File: src/rtl/vm_pkg.sv
// Shared types for the vending machine: credit states and coin encodings.
package vm_pkg;

    typedef enum logic [1:0] {
        IDLE = 2'd0,
        HALF = 2'd1,
        ONE  = 2'd2
    } vm_state_t;

    localparam logic [1:0] COIN_NONE = 2'b00;
    localparam logic [1:0] COIN_HALF = 2'b01;
    localparam logic [1:0] COIN_ONE  = 2'b10;
    localparam logic [1:0] COIN_BAD  = 2'b11;

endpackage

File: src/rtl/vm_sale_counter.sv
// Wrapping count of shipped items; built only when VM_SALE_CNT_EN is defined.
module vm_sale_counter #(
    parameter int CNT_W = 8
) (
    input  logic             clk,
    input  logic             rst_n,
    input  logic             i_inc,
    output logic [CNT_W-1:0] o_cnt
);

    logic [CNT_W-1:0] r_cnt;

    always_ff @(posedge clk or negedge rst_n) begin
        if (!rst_n) begin
            r_cnt <= '0;
        end else if (i_inc) begin
            r_cnt <= r_cnt + CNT_W'(1);
        end
    end

    assign o_cnt = r_cnt;

endmodule

File: src/rtl/vending_machine.sv
// 1.5-unit vending FSM with registered shipping/change pulses.
// Optional sale counter port enabled by defining VM_SALE_CNT_EN.
module vending_machine
    import vm_pkg::*;
#(
    parameter int CNT_W = 8
) (
    input  logic             clk,
    input  logic             rst_n,
    input  logic [1:0]       coin,
`ifdef VM_SALE_CNT_EN
    output logic [CNT_W-1:0] sale_cnt,
`endif
    output logic             change,
    output logic             shipping
);

    vm_state_t r_state;
    logic      r_shipping;
    logic      r_change;
    logic      w_sale;
    logic      w_change;

    // A sale completes when the coin lifts credit to 1.5 units or beyond.
    always_comb begin
        w_sale   = 1'b0;
        w_change = 1'b0;
        case (r_state)
            HALF: w_sale = (coin == COIN_ONE);
            ONE: begin
                w_sale   = (coin == COIN_HALF) || (coin == COIN_ONE);
                w_change = (coin == COIN_ONE);
            end
            default: begin
                w_sale   = 1'b0;
                w_change = 1'b0;
            end
        endcase
    end

    always_ff @(posedge clk or negedge rst_n) begin
        if (!rst_n) begin
            r_state    <= IDLE;
            r_shipping <= 1'b0;
            r_change   <= 1'b0;
        end else begin
            r_shipping <= w_sale;
            r_change   <= w_change;
            case (r_state)
                IDLE: begin
                    if (coin == COIN_HALF)     r_state <= HALF;
                    else if (coin == COIN_ONE) r_state <= ONE;
                end
                HALF: begin
                    if (coin == COIN_HALF)     r_state <= ONE;
                    else if (coin == COIN_ONE) r_state <= IDLE;
                end
                ONE: begin
                    if ((coin == COIN_HALF) || (coin == COIN_ONE)) r_state <= IDLE;
                end
                default: r_state <= IDLE;
            endcase
        end
    end

    assign shipping = r_shipping;
    assign change   = r_change;

`ifdef VM_SALE_CNT_EN
    vm_sale_counter #(
        .CNT_W (CNT_W)
    ) u_sale_counter (
        .clk   (clk),
        .rst_n (rst_n),
        .i_inc (w_sale),
        .o_cnt (sale_cnt)
    );
`else
    // CNT_W has no effect without the counter; this keeps a bad value visible.
    if (CNT_W < 1) begin : g_cnt_w_unused
    end
`endif

endmodule

File: config.mk
export PLATFORM = sky130hd
export DESIGN_NAME = vending_machine
export DESIGN_NICKNAME = d
export VERILOG_FILES = /design/src/rtl/vm_pkg.sv /design/src/rtl/vm_sale_counter.sv /design/src/rtl/vending_machine.sv
export SDC_FILE = /design/constraint.sdc
export NUM_CORES = 1
export LEC_CHECK = 0
export ABC_CLOCK_PERIOD_IN_PS = 3200
export CORE_AREA = 2 2 39 41
export CTS_CLUSTER_DIAMETER = 150
export CTS_CLUSTER_SIZE = 30
export DETAILED_ROUTE_END_ITERATION = 7
export DIE_AREA = 0 0 41 43
export PLACE_DENSITY = 0.4
export SKIP_CTS_REPAIR_TIMING = 1
export SYNTH_ARGS = -nofsm -noshare
export SYNTH_HDL_FRONTEND = slang
export SYNTH_SLANG_ARGS = --single-unit
File: constraint.sdc
create_clock -name clk -period 3.2 [get_ports clk]
set_input_delay 0.32 -clock clk [delete_from_list [all_inputs] [get_ports clk]]
set_output_delay 0.32 -clock clk [all_outputs]
set_load 0.01 [all_outputs]
Word level (Yosys, flattened, before mapping)
Cells that the tools add are included.
{"block": "word_totals", "register_bits": 4, "input_bits": 4, "out_inout_bits": 2}
{"block": "classes", "eq_ne": 7, "mux": 8, "reduce_logical": 3}
{"cell": "2-bit two-way mux", "count": 5}
{"cell": "3-bit != test, second input constant", "count": 2}
{"cell": "2-bit case mux with 3 select lines", "count": 1}
{"cell": "2-bit by 1-bit equality test with 1-bit output, second input constant", "count": 2}
{"cell": "2-bit equality test, second input constant", "count": 2}
{"cell": "3-bit AND reduction", "count": 1}
{"cell": "2-bit zero test", "count": 1}
{"cell": "2-bit != test, second input constant", "count": 1}
{"cell": "1-bit case mux with 2 select lines", "count": 1}
{"cell": "1-bit logical OR", "count": 1}
{"cell": "1-bit two-way mux", "count": 1}

Longest topological paths before layout
{"block": "logic_depth", "ltp_word": 4, "depth_mapped": 4, "depth_no_buf": 4}

Least setup slack after synthesis
No wires, ideal clock.
{"block": "synth_path", "path_type": "register to register", "start": "register r_state[0]", "end": "register r_state[0]", "setup_ps": 133, "arrival_time_ps": 931, "required_time_ps": 3067, "slack_ps": 2136, "path_stages_with_launch": 5, "n_path_buf": 0, "path_cell_list": "dfrtp_1 inv_1 ha_1 nor3_2 o22ai_1"}
{"block": "synth_via", "elab_chain_cells": 3, "word_cells_on_any_way": 8, "cone_classes": "eq/ne: 5; mux: 1; reduce/logical: 2"}
{"item": "start, declared", "line": "vending_machine.sv:18", "rtl": "vm_state_t r_state;"}
{"item": "start signal, assigned", "line": "vending_machine.sv:43", "rtl": "r_state <= IDLE;"}
{"item": "start signal, assigned", "line": "vending_machine.sv:51", "rtl": "if (coin == COIN_HALF) r_state <= HALF;"}
{"item": "start signal, assigned", "line": "vending_machine.sv:52", "rtl": "else if (coin == COIN_ONE) r_state <= ONE;"}
{"item": "2-bit by 1-bit equality test with 1-bit output, or another cell as far along", "line": "vending_machine.sv:49", "rtl": "case (r_state)"}
{"item": "3-bit != test (no line) / 2-bit != test (equally long branches)"}
{"item": "3-bit AND reduction (no line)"}
Several ways; a longest one is shown, not always the timed one.
A chain may end at the register's enable or synchronous reset.

Worst setup path after layout
{"block": "layout_path", "start": "input coin[0]", "end": "register r_state[1]"}
{"block": "layout_via", "elab_chain_cells": 4, "word_cells_on_any_way": 10, "cone_classes": "eq/ne: 5; mux: 3; reduce/logical: 2"}
{"item": "start, declared", "line": "vending_machine.sv:10", "rtl": "input logic [1:0] coin,"}
{"item": "2-bit by 1-bit equality test with 1-bit output / 2-bit equality test (equally long branches)"}
{"item": "1-bit logical OR", "line": "vending_machine.sv:59", "rtl": "if ((coin == COIN_HALF) || (coin == COIN_ONE)) r_state <= IDLE;"}
{"item": "2-bit != test (no line)"}
{"item": "3-bit AND reduction (no line)"}
{"item": "end signal, assigned", "line": "vending_machine.sv:51"}
{"item": "end signal, assigned", "line": "vending_machine.sv:55", "rtl": "if (coin == COIN_HALF) r_state <= ONE;"}
{"item": "end signal, assigned", "line": "vending_machine.sv:59"}
Several ways; a longest one is shown, not always the timed one.

==> impl_metrics.csv <==
group,metric,value,unit
run_status,status,"completed",
synth,synth-seq-area-share,0.3883,
synth,ys.warnings.count,0,
route,drc_markers,0,
hold_path,worst_hold_path_type,"primary input to asynchronous set/reset pin",
die,number_of_standard_cell_rows_in_the_floorplan,14,
synth,synth_simple_gate_area_frac,0.1553,
layout,final_nets,44,
layout,layout_common_cells,"sky130_fd_sc_hd__inv_1, sky130_fd_sc_hd__ha_1, sky130_fd_sc_hd__clkdlybuf4s50_1",
route,drt-vias-per-instance,3.755,
sta,max-slew-margin-rel,0.8638,
synth,post_synth_num_cell_types,12,
critical_path,critPathTopFamily,"buffers and inverters",
placed_design,numPortBuffers,5,
synth,yosysTopAreaCellShare,0.3883,
die,chipWidth,41,um
sta,grt_setup_unrepaired,"no",
critical_path,crit_path_cell_trace,"clkdlybuf4s50_1 > inv_1 > ha_1 > nor2b_1 > a211oi_2",
route,wire_per_inst,8.388,um
die,die_area,1763,sq um
clock_tree,cts-root-buf,"sky130_fd_sc_hd__clkbuf_4",
route,route.vias.total,184,
critical_path,worstPathRequired,3.35,ns
sta,timing.final.setup_violations,0,
die,io_pins,6,
power,cellLeakagePower,0.1652,nW
global_route,maximum_number_of_pins_on_one_net_before_global_route_repair,6,
critical_path,critical_path.n_buffers_inverters,2,
route,detail_route.wirelength,411,um
critical_path,worst-path-max-fanout,5,
synth,share_of_the_synthesized_area_in_compound_gates_ao_oa_aoi_oai,0.1019,
clock_tree,cts_tree,"built",
critical_path,timing.critical_path.arrival,1.53,ns
sta,max_clock_freq,0.7215,GHz
synth,synth.top_cells.by_area,"sky130_fd_sc_hd__dfrtp_1, sky130_fd_sc_hd__ha_1, sky130_fd_sc_hd__inv_1",
power,power.switching_fraction,0.3231,
critical_path,worstSetupEndpointType,"flip-flop",
power,p_int,0.0001505,W
global_route,grt_pass1_vias,194,
global_route,grt-ovfl-total,0,
sta,final.period_utilization,0.4331,
synth,synthesis.instances,25,
synth,synth_top_family_by_area,"adder cells",
synth,post_synth_mux_area_share,0.03883,
critical_path,worstSetupStartpointType,"primary input",
critical_path,critical_path.slowest_cell,"sky130_fd_sc_hd__clkdlybuf4s50_1",
sta,hold_ws,0.2885,ns
power,clock_power_share,0.273,
route,final_antenna_net_count,0,
power,netSwitchingPower,0.00007185,W
layout,post_route_cells_drive_above_1_share,0.1515,
synth,ys_seq_elements,4,
sta,timing_hold_violations_final,0,
run,maxCapViolations,0,
layout,layout-area-overhead-vs-synth,35.92,%
route,drtIter0Drc,0,
critical_path,rr_worst_depth,4,
sta,fin_worst_skew,0.004281,ns
clock_tree,numCtsBuffers,3,
power,power.sequential.fraction,0.328,
global_route,grt_usage,0.06206,
die,initial_core_util,0.1863,
die,design.core.area,1384,sq um
power,power.density,634.7,nW/um^2
clock_tree,clock_insertion_delay_worst_skew,0.23,ns
layout,antennaDiodeCount,0,
sta,fin_crit,1.386,ns
synth,adder_and_majority_cell_fraction_of_the_synthesized_area,0.2427,
synth,synth-xor-area-share,0,
synth,post_synth_instance_area,257.7,sq um
clock_tree,cts.clk_slew.worst_paths,0.04,ns
sta,timing.final.max_slew_violations,0,
critical_path,slowest_delay,0.48,ns
power,ir_drop,0.1300,mV
die,die_height,43,um
placed_design,routabilityCongestion,0.5806,
placed_design,hpwl,356.9,um
critical_path,cp_depth,5,
power,p_comb_frac,0.398,
clock_tree,cts_buffer_depth,2,
sta,slew_worst_pin,0.1986,ns
synth,synth_top_cell_by_area,"sky130_fd_sc_hd__dfrtp_1",
global_route,grt_pass1_wl,731,um
clock_tree,num_clock_sinks,4,
clock_tree,htree_num_levels,1,
sta,setup_total_negative_slack,0,ns
synth,avgSynthCellArea,10.31,sq um
global_route,antenna_found_initial,0,
route,dr.pass1.iters,1,
critical_path,critPathKind,"primary input to flip-flop",
synth,synth.net_count,34,
## per-stage QoR
step	utilization	power [W]	cells	cell area (sq um)	worst slack, ns
after floorplan	-	0.0001354	25	257.7	2.136
after global placement	0.2369	0.0001621	46	327.8	1.580
after detailed placement	0.2369	0.0001639	46	327.8	1.561
after CTS	0.2532	0.0002295	49	350.3	1.806
after global routing	0.2532	0.0002439	49	350.3	1.739
final	0.2532	0.0002223	49	350.3	1.814
## cells by family (layout without fill, tap and decap cells)
family / count (synthesis) / count (layout)
and+or+nand+nor: 7 / 7
adders and majority gates: 5 / 5
buffers and inverters: 5 / 13
DFF: 4 / 4
AOI/OAI and AO/OA: 3 / 3
muxes: 1 / 1
## area by class of cell
| type | instances | area, sq um |
|---|---|---|
| clock buffer | 3 | 22.52 |
| fill | 151 | 1033 |
| inverter | 5 | 18.77 |
| multi-input combinational | 16 | 138.9 |
| sequential | 4 | 100.1 |
| tap | 16 | 20.02 |
| timing repair buffer | 5 | 50.05 |
## power by group through the flow
stage | logic, W | registers, W | clock network [W]
finish | 0.0000885 | 0.0000730 | 0.0000608
global route | 0.000102 | 0.0000750 | 0.0000673
CTS | 0.0000909 | 0.0000730 | 0.0000657
detailed placement | 0.0000912 | 0.0000727 | 0
global placement | 0.0000886 | 0.0000735 | 0
floorplan | 0.0000617 | 0.0000737 | 0
## final timing paths
path	startpoint	end	slack, ns
max in group asynchronous	rst_n	change	2.74
hold reg to reg	r_state[0]	r_state[0]	0.57
setup reg to reg	r_state[0]	r_state[0]	2.04
min in group clk	r_state[0]	r_state[0]	0.57
hold / removal	rst_n	r_state[0]	0.29
setup / recovery	coin[0]	r_state[1]	1.81
## cell usage after synthesis
cell type	count
sky130_fd_sc_hd__nor2b_1	1
sky130_fd_sc_hd__and2_1	1
sky130_fd_sc_hd__a21boi_0	1
sky130_fd_sc_hd__nor3_2	1
sky130_fd_sc_hd__inv_1	5
sky130_fd_sc_hd__ha_1	5
sky130_fd_sc_hd__o22ai_1	1
sky130_fd_sc_hd__nand2_1	3
sky130_fd_sc_hd__a211oi_2	1
sky130_fd_sc_hd__nand2b_1	1
sky130_fd_sc_hd__mux2i_1	1
sky130_fd_sc_hd__dfrtp_1	4
## metal layers
layer,GRT usage,vias to the layer above,share of wire,wire [um]
met5,0,-,0,0
met4,0.06000,0,0,0
met3,0.01571,0,0.051,21
met2,0.08438,6,0.52,212
met1,0.07325,81,0.43,178
li1,-,97,-,-
## flip-flops by register name (all words and copies together) (netlist names)
| register | count |
|---|---|
| r_state | 2 |
| shipping | 1 |
| change | 1 |
No activity file was read; power rests on OpenSTA's default activity.
